$ cat src/rtl/user_traffic_gen.sv
// ---------------------------------------------------------------------------
// user_traffic_gen
//
// Purpose:
//   Generates user-side write commands with data beats, and read commands,
//   for the user command/data FIFOs of an AXI4 full master bridge. It
//   supports runtime packet length, write backpressure, four data patterns
//   and a wrapping address window.
//
// Optional feature (macro USER_TRAFFIC_RD_CHECK_EN):
//   When defined, adds a read-data checker. It regenerates the pattern of
//   the most recent accepted write for each read packet and counts mismatches.
//   When undefined, those ports and that logic are absent.
//
// Ports:
//   clk, reset        system clock, synchronous active-high reset
//   wr_trig           one-cycle write request (honoured only in IDLE)
//   rd_trig           one-cycle read request (honoured while user_cmd_ren low)
//   pkt_len[11:0]     packet length in beats, sampled on an accepted trigger
//   pat_mode[1:0]     data pattern, sampled on an accepted wr_trig
//   user_cmd_wen      write command strobe
//   user_wr_cmd       {len[11:0], addr}, zero when user_cmd_wen is low
//   user_wr_en        write data valid
//   user_wr_ready     downstream accepts the beat
//   user_wr_data      write beat
//   user_wr_last      final beat of the packet, qualified by user_wr_en
//   wr_busy           write FSM not in IDLE
//   wr_done           one-cycle pulse when a packet completes
//   user_cmd_ren      read command strobe
//   user_rd_cmd       {len[11:0], addr}, zero when user_cmd_ren is low
//   (checker only)    user_rd_valid, user_rd_data in; rd_err_cnt, rd_check_done out
//
// Handshake: a write beat transfers in every cycle where user_wr_en and
// user_wr_ready are both high. While user_wr_en is high and user_wr_ready
// is low, user_wr_data and user_wr_last stay stable. user_wr_en is never
// withdrawn before the beat transfers.
// ---------------------------------------------------------------------------
module user_traffic_gen #(
  parameter int                        AXI_ADDR_WIDTH  = 32,
  parameter int                        USER_DATA_WIDTH = 16,
  parameter logic [AXI_ADDR_WIDTH-1:0] BASE_ADDR       = 32'h0000_0000,
  parameter logic [AXI_ADDR_WIDTH-1:0] ADDR_SPAN       = 32'h0010_0000
) (
  input  logic                           clk,
  input  logic                           reset,
  input  logic                           wr_trig,
  input  logic                           rd_trig,
  input  logic [11:0]                    pkt_len,
  input  logic [1:0]                     pat_mode,
  output logic                           user_cmd_wen,
  output logic [AXI_ADDR_WIDTH+11:0]     user_wr_cmd,
  output logic                           user_wr_en,
  input  logic                           user_wr_ready,
  output logic [USER_DATA_WIDTH-1:0]     user_wr_data,
  output logic                           user_wr_last,
  output logic                           wr_busy,
  output logic                           wr_done,
  output logic                           user_cmd_ren,
  output logic [AXI_ADDR_WIDTH+11:0]     user_rd_cmd
`ifdef USER_TRAFFIC_RD_CHECK_EN
  ,
  input  logic                           user_rd_valid,
  input  logic [USER_DATA_WIDTH-1:0]     user_rd_data,
  output logic [15:0]                    rd_err_cnt,
  output logic                           rd_check_done
`endif
);

  localparam int DW = USER_DATA_WIDTH;
  localparam int AW = AXI_ADDR_WIDTH;
  // Address arithmetic is carried out wide enough that adding a full
  // 4095-beat step never overflows before the wrap comparison.
  localparam int CW = AW + 14;

  localparam logic [CW-1:0] BPB        = CW'(DW / 8);
  // Highest start address whose worst-case next packet still fits.
  localparam logic [CW-1:0] WRAP_LIMIT = CW'(BASE_ADDR) + CW'(ADDR_SPAN)
                                         - CW'(1) - (CW'(4095) * BPB);

  localparam logic [15:0] LFSR_SEED = 16'hACE1;

  localparam logic [1:0] S_IDLE  = 2'd0;
  localparam logic [1:0] S_WCMD  = 2'd1;
  localparam logic [1:0] S_WDATA = 2'd2;
  localparam logic [1:0] S_WEND  = 2'd3;

  // -------------------------------------------------------------------------
  // Helper functions
  // -------------------------------------------------------------------------
  function automatic logic [AW-1:0] next_addr(input logic [AW-1:0] a,
                                              input logic [11:0]   len);
    logic [CW-1:0] sum;
    sum = CW'(a) + (CW'(len) * BPB);
    if (sum > WRAP_LIMIT) next_addr = BASE_ADDR;
    else                  next_addr = sum[AW-1:0];
  endfunction

  // Fibonacci LFSR, taps 16,14,13,11 (bits 0,2,3,5 in shift-right form).
  function automatic logic [15:0] lfsr_step(input logic [15:0] v);
    lfsr_step = {v[0] ^ v[2] ^ v[3] ^ v[5], v[15:1]};
  endfunction

  // Replicate (DW > 16) or truncate (DW < 16) the 16-bit LFSR value.
  function automatic logic [DW-1:0] expand16(input logic [15:0] v);
    logic [DW-1:0] r;
    for (int i = 0; i < DW; i++) r[i] = v[i % 16];
    expand16 = r;
  endfunction

  function automatic logic [DW-1:0] walk1(input logic [11:0] k);
    logic [11:0] s;
    s = k % 12'(DW);
    walk1 = {{(DW-1){1'b0}}, 1'b1} << s;
  endfunction

  function automatic logic [DW-1:0] pat_value(input logic [1:0]    mode,
                                              input logic [11:0]   k,
                                              input logic [DW-1:0] free,
                                              input logic [15:0]   lfsr);
    logic [DW-1:0] r;
    r = '0;
    case (mode)
      2'd0:    r = DW'(k);
      2'd1:    r = free;
      2'd2:    r = expand16(lfsr);
      default: r = walk1(k);
    endcase
    pat_value = r;
  endfunction

  // -------------------------------------------------------------------------
  // State
  // -------------------------------------------------------------------------
  logic [1:0]    r_state;
  logic [11:0]   r_len;
  logic [1:0]    r_mode;
  logic [11:0]   r_beat;
  logic [DW-1:0] r_free;
  logic [15:0]   r_lfsr;
  logic [AW-1:0] r_waddr;
  logic [AW-1:0] r_raddr;
  logic          r_rd_ren;
  logic [11:0]   r_rd_len;

  logic          w_in_wdata;
  logic          w_beat_xfer;
  logic          w_is_last;

  assign w_in_wdata  = (r_state == S_WDATA);
  assign w_beat_xfer = w_in_wdata & user_wr_ready;
  assign w_is_last   = (r_beat == (r_len - 12'd1));

  // -------------------------------------------------------------------------
  // Write FSM and read command register
  // -------------------------------------------------------------------------
  always_ff @(posedge clk) begin
    if (reset) begin
      r_state  <= S_IDLE;
      r_len    <= '0;
      r_mode   <= '0;
      r_beat   <= '0;
      r_free   <= '0;
      r_lfsr   <= LFSR_SEED;
      r_waddr  <= BASE_ADDR;
      r_raddr  <= BASE_ADDR;
      r_rd_ren <= 1'b0;
      r_rd_len <= '0;
    end else begin
      case (r_state)
        S_IDLE: begin
          // A zero-length request would never produce a last beat, so it
          // is simply ignored.
          if (wr_trig && (pkt_len != 12'd0)) begin
            r_len   <= pkt_len;
            r_mode  <= pat_mode;
            r_state <= S_WCMD;
          end
        end
        S_WCMD: begin
          r_beat  <= '0;
          r_lfsr  <= LFSR_SEED;
          r_state <= S_WDATA;
        end
        S_WDATA: begin
          if (w_beat_xfer) begin
            r_beat <= r_beat + 12'd1;
            r_lfsr <= lfsr_step(r_lfsr);
            // The free-running counter advances on every transferred beat,
            // whatever pattern is selected, so mode 1 continues from the
            // total beat count since reset.
            r_free <= r_free + DW'(1);
            if (w_is_last) r_state <= S_WEND;
          end
        end
        S_WEND: begin
          r_waddr <= next_addr(r_waddr, r_len);
          r_state <= S_IDLE;
        end
        default: r_state <= S_IDLE;
      endcase

      // The read command is a one-cycle strobe. The address advances on the
      // edge that ends the strobe cycle.
      if (r_rd_ren) begin
        r_rd_ren <= 1'b0;
        r_raddr  <= next_addr(r_raddr, r_rd_len);
      end else if (rd_trig) begin
        r_rd_ren <= 1'b1;
        r_rd_len <= pkt_len;
      end
    end
  end

  // -------------------------------------------------------------------------
  // Outputs
  // -------------------------------------------------------------------------
  assign user_cmd_wen = (r_state == S_WCMD);
  assign user_wr_cmd  = user_cmd_wen ? {r_len, r_waddr} : '0;
  assign user_wr_en   = w_in_wdata;
  assign user_wr_last = w_in_wdata & w_is_last;
  assign user_wr_data = w_in_wdata ? pat_value(r_mode, r_beat, r_free, r_lfsr) : '0;
  assign wr_busy      = (r_state != S_IDLE);
  assign wr_done      = (r_state == S_WEND);
  assign user_cmd_ren = r_rd_ren;
  assign user_rd_cmd  = r_rd_ren ? {r_rd_len, r_raddr} : '0;

`ifdef USER_TRAFFIC_RD_CHECK_EN
  // -------------------------------------------------------------------------
  // Read-data checker: restarts on every read command. Mode 1 is checked as
  // a per-packet count, because the free-running write value is unknown
  // at read time.
  // -------------------------------------------------------------------------
  logic [11:0]   r_chk_idx;
  logic [11:0]   r_chk_len;
  logic [15:0]   r_chk_lfsr;
  logic [15:0]   r_err_cnt;
  logic          r_chk_done;
  logic [1:0]    w_chk_mode;
  logic [DW-1:0] w_chk_exp;

  assign w_chk_mode = (r_mode == 2'd1) ? 2'd0 : r_mode;
  assign w_chk_exp  = pat_value(w_chk_mode, r_chk_idx, '0, r_chk_lfsr);

  always_ff @(posedge clk) begin
    if (reset) begin
      r_chk_idx  <= '0;
      r_chk_len  <= '0;
      r_chk_lfsr <= LFSR_SEED;
      r_err_cnt  <= '0;
      r_chk_done <= 1'b0;
    end else begin
      r_chk_done <= 1'b0;
      if (r_rd_ren) begin
        r_chk_idx  <= '0;
        r_chk_len  <= r_rd_len;
        r_chk_lfsr <= LFSR_SEED;
      end else if (user_rd_valid) begin
        if ((user_rd_data != w_chk_exp) && (r_err_cnt != 16'hFFFF))
          r_err_cnt <= r_err_cnt + 16'd1;
        r_chk_idx  <= r_chk_idx + 12'd1;
        r_chk_lfsr <= lfsr_step(r_chk_lfsr);
        if (r_chk_idx == (r_chk_len - 12'd1)) r_chk_done <= 1'b1;
      end
    end
  end

  assign rd_err_cnt    = r_err_cnt;
  assign rd_check_done = r_chk_done;
`endif

endmodule

$ cat config.mk
export PLATFORM = sky130hd
export DESIGN_NAME = user_traffic_gen
export DESIGN_NICKNAME = d
export VERILOG_FILES = /design/src/rtl/user_traffic_gen.sv
export SDC_FILE = /design/constraint.sdc
export NUM_CORES = 1
export LEC_CHECK = 0
export CAP_MARGIN = 10
export CORE_ASPECT_RATIO = 0.7
export CORE_MARGIN = 2
export CORE_UTILIZATION = 46
export CTS_CLUSTER_SIZE = 12
export DETAILED_ROUTE_END_ITERATION = 7
export PLACE_DENSITY = 0.69
export SLEW_MARGIN = 20
export SYNTH_ARGS = -nofsm -noshare
export SYNTH_HDL_FRONTEND = slang
export SYNTH_SLANG_ARGS = --single-unit
$ cat constraint.sdc
create_clock -name clk -period 5.9 [get_ports clk]
set_input_delay 1.18 -clock clk [delete_from_list [all_inputs] [get_ports clk]]
set_output_delay 1.18 -clock clk [all_outputs]
set_load 0.01 [all_outputs]
==> results of run 1 <==
routing by layer:
metal,part of all wire,global-route usage,wire length (um)
met1,0.54,0.401,13400
met2,0.39,0.335,9600
met4,0.0096,0.0544,238
met5,0,0,0
met3,0.065,0.0555,1620
flip-flops by register name (all words and copies together) (netlist names):
name / flops
r_rd_len: 12
r_len: 12
r_free: 16
r_raddr: 31
r_state: 2
r_beat: 12
user_cmd_ren: 1
r_waddr: 31
r_lfsr: 16
r_mode: 2
worst max-delay path by stage:
stage | slack (ns) | to | cells after the start | startpoint
after floorplan | 2.37 | r_waddr[15] | 11 | r_len[0]
after global placement | 1.79 | r_waddr[11] | 11 | r_len[0]
after detailed placement | 1.65 | r_waddr[9] | 11 | r_len[0]
after CTS | 1.41 | user_wr_last | 8 | r_len[3]
after global routing | 1.17 | user_wr_last | 10 | r_len[1]
final | 1.38 | user_wr_last | 8 | r_len[3]
through the flow:
stage | setup slack (ns) | hold WS [ns] | util | cells | instance area (um2)
finish | 1.38 | 0.488 | 0.572 | 1431 | 10700
CTS | 1.41 | 0.488 | 0.572 | 1431 | 10700
detailed placement | 1.65 | 0.478 | 0.538 | 1399 | 10100
global route | 1.17 | 0.511 | 0.572 | 1431 | 10700
global placement | 1.79 | 0.461 | 0.538 | 1399 | 10100
floorplan | 2.37 | 0.437 | - | 1088 | 8740
cell usage in the layout (no fill, tap or decap), types with 7 or more instances in the layout:
master,synthesis,final
a22oi_1,15,15
nor4_1,9,9
buf_4,3,7
and4_1,9,9
nor2_1,80,80
o21ai_0,25,25
a2111oi_0,9,9
nand2b_1,9,9
and3_1,26,26
a21oi_1,62,62
nor2b_1,11,11
or3_1,16,16
nand3_1,45,45
a31oi_1,10,10
o211ai_1,7,7
clkbuf_16,0,17
a21o_1,15,15
and2_1,123,123
nand2_1,116,116
o2111ai_1,7,7
xnor2_1,26,26
inv_1,25,25
or2_2,11,11
mux4_2,8,8
clkdlybuf4s50_1,0,125
a22o_1,18,18
nand4_1,20,20
mux2i_1,20,20
xor2_1,27,27
nor3_1,19,19
ha_1,37,37
dfxtp_1,135,135
a41oi_1,7,7
Yosys cell counts (all sizes together), types with 25 or more instances:
| cell | n |
|---|---|
| a21oi | 63 |
| nor2 | 80 |
| nand3 | 45 |
| nand2 | 116 |
| inv | 25 |
| clkbuf | 57 |
| dfxtp | 135 |
| xor2 | 27 |
| xnor2 | 26 |
| ha | 37 |
| o21ai | 28 |
| and3 | 27 |
| and2 | 124 |
power breakdown:
part           internal [mW]  switching, mW  total, mW
clock network          0.759          0.413       1.17
registers              0.956         0.0651       1.02
logic                  0.246          0.373      0.620
total                   1.96          0.851       2.81
critical path, cell delays in order (launching register included):
cell and delay, ns:
dfxtp_1 0.37, or2_2 0.37, or3_1 0.47, nor3_1 0.22, xnor2_1 0.11, nor4_1 0.33
nand4_1 0.31, nor2_1 0.18, clkdlybuf4s50_1 0.56
layout make-up:
cell class	count	area share
clock buffers	19	0.0412
clock inverters	13	0.0189
inverters	25	0.00874
multi-input cells	864	0.529
flip-flops and latches	135	0.252
well taps	242	0.0282
repair buffers	133	0.122
kinds of logic (layout without fill, tap and decap cells):
logic type / count (synthesis) / in the layout / share of synthesized area
buf+inv: 89 / 190 / 0.0404
other cells: 1 / 2 / 0.000429
fa+ha+maj: 39 / 39 / 0.0576
simple gates: 514 / 514 / 0.312
mux: 30 / 30 / 0.0461
compound gates: 226 / 226 / 0.181
xor+xnor: 53 / 53 / 0.0531
flops: 135 / 135 / 0.309
==> impl_summary.md, run 1 <==
Status
The run finished with clean final reports.

Synth
After synthesis the cells add up to 8740 um2. Synthesis instantiated 78 different standard cells from the library. The number of flip-flops and latches in the synthesized netlist is 135. The share of the Yosys chip area taken by registers is 0.309. The largest area contributor in the synthesized netlist is dfxtp_1. The share of synthesized area in the top cell type comes to 0.309.

The cell count after synthesis came out at 1087. Yosys attributes the largest share of cell area to dfxtp_1, and2_1, ha_1. In this run the mean area of a mapped cell was 8.04 um2.

In this run, synthesis inferred 0 flip-flops with an integrated enable. For this run, asynchronously set or reset flops after synthesis account for 0. For this run, the number of Yosys warnings is 0. The most used flip-flop cell after synthesis is dfxtp_1.

Clocking
The number of hold buffers added after CTS was 0. The CTS clock-pin slew for the worst setup and hold paths is 0.06 ns. The maximum level of the CTS H-tree is 4.

The number of setup buffers added after CTS is 0. The tree is rooted in a clkbuf_16. No sink is reached through more buffers than the 2 on the longest clock path. The clock reaches the later pin of the worst-skew pair after 0.43 ns. The number of buffers inserted during clock tree synthesis is 17. The number of gates resized after CTS was 0. The clock tree from TritonCTS is built.

The clock sink count is 135.

Floorplanning
The die outline height is 119 um. 129 I/O pins were placed. The die covers 20100 um2. The region available for standard cell placement spans 18800 um2. The initial utilization of the core area, before any placement, comes to 0.466. The die outline width is 169 um. The floorplan has 42 rows.

Route
The routed via count divided by cell count is 5.73. The first routing iteration left 711 violations. The first-pass iteration count of the detailed router is 5.

Across all layers, the routed design uses 8200 vias. The total routed wirelength is 24.9 mm. After detailed routing, the average wire length per cell comes to 17.4 um. For this run, design rule violations remaining after detail routing come to 0. The detail route stage leaves a number of antenna-violating nets equal to 0.

Setup path
The arrival time reported for the critical path endpoint is 3.34 ns. The worst setup path is launched from a flop. STA classifies the critical path endpoint as an output pin. STA puts the critical path data required time at 4.72 ns. In this run the worst path has a maximum fanout of 7. The number of cell instances on the worst register-to-register path is 10. The setup slack on the worst flop-to-flop path is 1.58 ns.

The kind of critical path is flop to output pin. The startpoint of the most critical register-to-register path is r_len[3]. The endpoint of the worst-slack reg-to-reg timing path is r_waddr[9].

STA
For this run, the top clock speed supported by timing is 221 MHz. The final number of setup-violating endpoints is 0. Setup repair after global routing left no endpoint under its margin.

The final clock skew is 0.0101 ns. The worst pin sits at a relative slew slack of 0.271. The total count of max-transition violations in the final report is 0. Dividing the final minimum period by the clock period gives 0.766. The actual transition at the worst max-transition pin is 1.08 ns.

After routing, the total negative slack on setup checks comes to 0 ns. The hold violation total from the final report is 0. After layout, the minimum clock period comes to 4.52 ns.

Final layout
In the final layout, the share of cells above drive strength 1 is 0.0648. The number of antenna repair diodes is 0. The final layout contains 1234 nets. The relative area change from synthesis to final layout is 22.9%. The footprint of the flip-flops and latches is 2700 um2.

The area taken by multi-input logic gates is 5680 um2. The number of filler cells placed in the layout is 1718.

Power and ir drop
Overall power consumption after layout is estimated at 2.81 mW. The maximum VDD drop is 0.000179 V. The leakage power summed over all cells is 4.27 nW. The power density over cell area is 262 nW/um2.

Run
Across the run, the number of max-cap violations was 0.

Min path
The end point of the worst hold path is r_lfsr[0]. The number of cells on the worst hold path is 2. The path class of the tightest hold or removal check is flop to flop. The startpoint identified for the worst hold timing path is r_lfsr[1].

Global route
The first global-routing pass estimated 40.2 mm of wire. The initial antenna violation count is 1. The pin count of the biggest net entering global routing is 70. In the global route stage, overall resource usage came out at 0.251. The number of global-route vias before repair is 7482. For this run the aggregate overflow at the end of global routing stands at 0.

Placed design
The count of buffers added on input and output ports is 126. After legalization and detailed placement, the total HPWL measured 18.6 mm. The routability congestion estimate is 0.930.
Power figures use the tool's default switching activity.
==> run 2: changes to the inputs <==
- PLACE_DENSITY: 0.69 -> 0.72
- clock period: 5.9 -> 4 ns (I/O delays scaled with it)
==> run 2 against run 1 <==
Setup slack got worse by 1.4 ns. Clock skew decreased by 0.0035 ns. Cell count increased by 0.70%. Utilization increased by 0.19 points. Via count increased by 2.4%. Clock power increased by 32%. Routed wire length about the same. Register-to-register slack got worse by 1.5 ns. Non-clock buffer count increased by 11. First-iteration DRC count increased by 20%. Global-route usage decreased by 0.48 points. Largest power group unchanged. Highest routed layer is now met5.
==> impl_summary.md, run 2 (synthesized netlist as in run 1, its figures left out) <==
Status
The flow ran to the end, and the final reports show no timing, DRC or antenna violations.

Final layout
The area growth from synthesis to layout is 23.3%. The finished layout cell area is 10800 um2 (+0.33%). The number of antenna repair diodes is 0 (unchanged).

The area taken by multi-input logic gates is 5710 um2 (+0.42%). In the final layout, the registers with the most flip-flops are r_raddr (31), r_waddr (31). The share of post-route cells with drive strength above 1 is 0.0767 (+0.0120).

The footprint of the flip-flops and latches is 2700 um2 (about the same). The end-of-flow core utilization came to 0.574 (+0.00187). The library cell used most frequently in the layout, excluding fill and tap cells, is dfxtp_1. The number of filler cells placed in the layout is 1669 (-2.9%). The number of nets at the end of the flow is 1245 (+0.89%). In the layout the commonest cells are dfxtp_1, clkdlybuf4s50_1, and2_1, nand2_1, nor2_1.

Route
The routed via count divided by cell count is 5.83 (+1.7%). The total number of vias is 8396 (+2.4%). The post-detailed-route wirelength per cell is 17.3 um (-0.75%). The total DRC errors in the routed layout is 0 (unchanged). The number of nets with antenna violations after detailed routing is 0 (unchanged). The first-pass iteration count of the detailed router is 6 (+1). The violation count after the first detailed-routing iteration came to 854 (+20%).

The total routed wirelength is 24.9 mm (about the same).

Clocking
The maximum buffer depth of the clock tree is 2 (unchanged). The number of hold buffers added after cts was 0 (unchanged). The maximum level of the CTS H-tree was 4 (unchanged). The clock tree from TritonCTS is built.

The cell at the root of the clock tree is clkbuf_16. The CTS clock-pin slew for the worst setup and hold paths is 0.06 ns (about the same). The clock latency on the worst-skew pair came to 0.42 ns (about the same). The clock sink count came to 135 (unchanged).

The number of buffers inserted during clock tree synthesis is 17 (unchanged).

Global route
The total grt overflow is 0 (unchanged). The initial antenna violation count is 1 (unchanged). The pin count of the biggest net entering global routing is 70 (unchanged).

The overall global routing resource usage came to 0.246 (-0.00483). The first-pass GRT wire length is 39.8 mm (-1.1%). The number of global-route vias before repair is 7428 (-0.72%).

Placed design
The post-DP HPWL is 18.3 mm (-1.6%). The count of buffers from port buffering is 126 (unchanged). The routability congestion estimate is 0.964 (+3.7%).

The post-placement cell area is 10200 um2 (+0.67%).

STA
The total count of max-transition violations in the final report came to 0 (unchanged). The final clock skew is 0.00655 ns (-0.00351 ns). The hold violation total from the final report is 0 (unchanged). The worst path in the final design needs a cycle of 3.98 ns, including I/O delays and setup.

The highest attainable clock frequency is 251 MHz. The final number of setup-violating endpoints was 0 (unchanged). The actual transition at the worst max-transition pin is 0.935 ns (-0.149 ns). The total negative setup slack is 0 ns (unchanged). The worst slew margin relative to its limit is 0.374 (+0.103).

The share of the clock period used by the worst path is 0.996.

Setup path
The kind of critical path is flop to output pin. The sum of buffers and inverters on the critical path is 1 (unchanged). The signal on the critical path passes through or2_2 > or3_4 > nor3_1 > xnor2_1 > nor4_2 > nand4_1 > nor2_1 > clkdlybuf4s50_1. The largest stage delay on the critical path was 0.55 ns (about the same). The required time at the endpoint of the critical path is 3.20 ns (-1.52 ns).

The kind of end point of the critical path is an output pin. The family with the most delay on the worst path is simple AND/OR/NAND/NOR gates. The setup slack on the worst flop-to-flop path is 0.13 ns (-1.45 ns). The largest fanout on the critical path is 5 (-2). The arrival time reported for the critical path endpoint is 3.18 ns (-0.16 ns). The worst setup path is launched from a flop. The cell with the largest stage delay on the worst path is clkdlybuf4s50_1.

Power and ir drop
The leakage power summed over all cells is 4.30 nW (+0.83%). The maximum VDD drop is 0.000286 V (+60%). The power density over cell area came to 372 nW/um2 (+42%).

Floorplanning
The die outline width is 169 um (unchanged). The die outline height is 119 um (unchanged). The top-level port count came to 129 (unchanged). The count of standard-cell rows is 42 (unchanged). The area of the core is 18800 um2 (unchanged).

The starting density of the core was 0.466 (unchanged). The floorplan die area is 20100 um2 (unchanged).

Run
The number of max-cap violations was 0 (unchanged).

Min path
The class of the worst hold path is flop to flop.
[run 2: cell types whose count changed in the layout (fill, tap and decap cells not counted), moves of 2 or more]
cell / previous run / this run
nor4_2: 1 / 3
buf_4: 7 / 18
clkinv_2: 4 / 7
clkinv_4: 2 / 0
bufinv_16: 5 / 2
nor4_1: 9 / 7
clkbuf_8: 1 / 3
[run 2: final cells by class]
class | instances | share of cell area
Sequential cell | 135 | 0.251
Timing Repair Buffer | 144 | 0.129
Inverter | 25 | 0.00871
Multi-Input combinational cell | 864 | 0.530
Tap cell | 242 | 0.0281
Clock inverter | 10 | 0.00952
Clock buffer | 21 | 0.0437
[run 2: path summary, 6_finish.rpt]
path | start | to | depth (start not counted)
worst max-delay path | r_len[4] | user_wr_last | 8
worst min register to register | r_rd_len[0] | r_rd_len[0] | 2
worst min-delay path | r_rd_len[0] | r_rd_len[0] | 2
worst max register to register | r_len[0] | r_waddr[15] | 11
[run 2: metrics by stage]
stage | worst slack, ns | hold slack [ns] | cells | total power [mW]
after floorplan | 0.471 | 0.437 | 1088 | 2.15
after global placement | 0.342 | 0.461 | 1408 | 2.44
after detailed placement | 0.142 | 0.472 | 1408 | 2.46
after CTS | 0.0340 | 0.479 | 1439 | 4.00
after global routing | -0.0493 | 0.503 | 1441 | 4.18
final | 0.0174 | 0.480 | 1441 | 4.00
[run 2: timing repair]
item,in CTS,in global routing
setup endpoints to repair,1,6
buffers inserted,0,2
endpoints found under the hold margin,0,0
pin swaps,2,2
resized for setup,1,4
[run 2: layer usage]
layer | GRT usage | part of all wire
met1 | 0.383 | 0.50
met2 | 0.332 | 0.40
met3 | 0.0621 | 0.085
met4 | 0.0587 | 0.014
met5 | 0 | 0.00036
[run 2: worst min-delay path: cells and delay by family, from the launching register on]
kind            cells  cell delay [ns]
compound gates      1             0.05
flops               1             0.32
simple gates        1             0.06
[run 2: where the power goes]
part	total (mW)	switching, mW	internal [mW]
clock	1.54	0.588	0.955
sequential	1.51	0.0963	1.41
combinational	0.952	0.568	0.384
==> run 3: changes to the inputs <==
- CORE_MARGIN: 2 -> 4
==> run 3 against run 2 <==
Setup slack improved by 0.15 ns. Clock skew barely moved. Cell area rose by 0.42%. Combinational power fell by 1%. Sequential power barely moved. Routed wire length rose by 2.1%. Hold slack got worse by 0.0026 ns. Utilization rose by 1.6 points. Register-to-register slack improved by 0.07 ns. Non-clock buffer count fell by 6.
==> impl_summary.md, run 3 (synthesized netlist as in run 1, its figures left out) <==
Route
The routed via count divided by cell count came to 5.87 (+0.83%). The post-detailed-route wirelength per cell is 17.7 um (+2.8%). The total number of vias is 8401 (+0.060%). The first-pass iteration count of the detailed router is 5 (-1).

The total DRC errors in the routed layout was 0 (unchanged). The number of nets with antenna violations after detailed routing was 0 (unchanged). The total routed wirelength is 25.4 mm (+2.1%). The violation count after the first detailed-routing iteration is 914 (+7.0%).

STA
The total count of max-transition violations in the final report is 0 (unchanged). The final clock skew came to 0.00689 ns (+0.000344 ns). The minimum clock period after layout was 3.83 ns (-0.148 ns). Setup repair after global routing left no endpoint under its margin. The total negative setup slack is 0 ns (unchanged). The highest attainable clock frequency is 261 MHz (+3.9%).

The hold violation total from the final report was 0 (unchanged). The share of the clock period used by the worst path is 0.959 (-0.0370). The actual transition at the worst max-transition pin is 0.957 ns (+0.0216 ns).

The final number of setup-violating endpoints is 0 (unchanged). The worst slew margin relative to its limit is 0.361 (-0.0130).

Final layout
The relative area change from synthesis to final layout is 23.8%. In the final layout, the registers with the most flip-flops are r_raddr (31), r_waddr (31). The number of nets at the end of the flow is 1239 (-0.48%).

Leaving out fill and tap cells, the most frequent cells in the layout are dfxtp_1, clkdlybuf4s50_1, and2_1, nand2_1, nor2_1. The share of post-route cells with drive strength above 1 is 0.0729 (-0.00387). The number of antenna repair diodes is 0 (unchanged). The number of standard cells in the final layout excluding fillers is 1430 (-0.76%). The number of filler cells placed in the layout was 1655 (-0.84%). The most common cell after layout, fill and taps aside is dfxtp_1.

Setup path
STA classifies the critical path startpoint as a flop. The endpoint identified for the worst register-to-register timing path is r_waddr[15]. The signal on the critical path passes through or2_2 > or3_4 > mux2i_1 > mux2i_1 > o22ai_1 > nand4_1 > nor2_1 > clkdlybuf4s50_1. The cell with the largest stage delay on the worst path is clkdlybuf4s50_1.

The critical path is of the flop to output pin type. The kind of end point of the critical path is an output pin. The worst register-to-register path begins at r_len[0]. The most frequent cell on the critical path is mux2i_1.

The arrival time reported for the critical path endpoint is 3.03 ns (-0.15 ns). The largest fanout on the critical path was 7 (+2). The largest stage delay on the critical path was 0.55 ns (about the same).

The number of cell instances on the worst register-to-register path is 11 (unchanged). The setup slack on the worst flop-to-flop path is 0.20 ns (+0.07 ns). The required time at the endpoint of the critical path is 3.20 ns (about the same).

Power and ir drop
The leakage power summed over all cells was 4.31 nW (+0.14%). The power density over cell area is 392 nW/um2 (+5.6%). The maximum VDD drop is 0.000267 V (-6.6%).

Floorplanning
The die outline width is 173 um (+2.4%). The area of the core is 18300 um2 (-2.4%). The starting density of the core is 0.477 (+0.0114).

The top-level port count came to 129 (unchanged). The floorplan die area is 21300 um2 (+5.8%). The die outline height is 123 um (+3.4%). The count of standard-cell rows is 41 (-2.4%).

Clocking
The maximum buffer depth of the clock tree is 2 (unchanged). The maximum level of the CTS H-tree came to 4 (unchanged). The clock sink count is 135 (unchanged). The clock latency on the worst-skew pair was 0.43 ns (about the same). The number of setup buffers added after CTS came to 0 (unchanged). The CTS clock-pin slew for the worst setup and hold paths is 0.06 ns (about the same). The number of hold buffers added after cts was 0 (unchanged). TritonCTS built the clock tree.

The cell at the root of the clock tree is clkbuf_16. The number of buffers inserted during clock tree synthesis is 17 (unchanged).

Global route
The total grt overflow is 0 (unchanged). The pin count of the biggest net entering global routing is 70 (unchanged). The overall global routing resource usage is 0.232 (-0.0140). The initial antenna violation count came to 0 (-1).

The number of global-route vias before repair came to 7399 (-0.39%). The first-pass GRT wire length is 40.4 mm (+1.6%).

Run
The number of max-cap violations came to 0 (unchanged).

Min path
The end point of the worst hold path is r_rd_len[0]. The number of cells on the worst hold path was 2 (unchanged). The startpoint of the tightest hold check path is r_rd_len[0]. The class of the worst hold path is flop to flop.

Placed design
The routability congestion estimate is 0.954 (-1.1%). The count of buffers from port buffering is 126 (unchanged). The placed cell count is 1398 (-0.71%). The post-DP HPWL is 18.5 mm (+0.96%).

Status
The run finished with clean final reports.
[run 3: what timing repair did]
item	in CTS	in global routing
resized for setup	1	3
setup endpoints to repair	1	1
pin swaps	2	2
[run 3: routing by layer]
layer | global-route usage | wire [um]
met3 | 0.0685 | 2320
met1 | 0.357 | 12500
met2 | 0.320 | 10300
met4 | 0.0433 | 236
met5 | 0 | 0
[run 3: worst max path at each step]
stage                     slack [ns]           end      from  depth (start not counted)
after floorplan                 0.47   r_waddr[15]  r_len[0]                         11
after global placement          0.35   r_waddr[15]  r_len[0]                         11
after detailed placement        0.26   r_waddr[15]  r_len[0]                         11
after CTS                       0.02  user_wr_last  r_len[6]                          8
after global routing            0.01  user_wr_last  r_len[6]                          8
final                           0.17  user_wr_last  r_len[3]                          8
[run 3: through the flow]
step / hold slack (ns) / util / power (mW) / setup WS [ns] / cell area (um2)
final: 0.478 / 0.591 / 4.24 / 0.165 / 10800
after global routing: 0.493 / 0.591 / 4.43 / 0.00988 / 10800
after CTS: 0.477 / 0.590 / 4.23 / 0.0239 / 10800
after detailed placement: 0.469 / 0.553 / 2.45 / 0.262 / 10100
after global placement: 0.458 / 0.553 / 2.44 / 0.346 / 10100
after floorplan: 0.437 / - / 2.15 / 0.471 / 8740
[run 3: cell type report]
cell class                      count  area (um2)  area share
Tap cell                          236         295      0.0273
Timing Repair Buffer              138        1350       0.124
Inverter                           25        93.8     0.00867
Sequential cell                   135        2700       0.250
Clock inverter                     11         193      0.0178
Multi-Input combinational cell    864        5710       0.528
Clock buffer                       21         480      0.0444
[run 3: worst max-delay path: cells and delay by family (launching register included)]
kind / cells / cell delay (ns)
compound gates: 1 / 0.19
buf+inv: 1 / 0.55
flops: 1 / 0.40
mux: 2 / 0.28
simple gates: 4 / 1.19
[run 3: power breakdown]
part | total [mW] | switching, mW | internal, mW
registers | 1.52 | 0.108 | 1.41
logic | 0.940 | 0.559 | 0.381
clock network | 1.79 | 0.612 | 1.17
total | 4.24 | 1.28 | 2.96
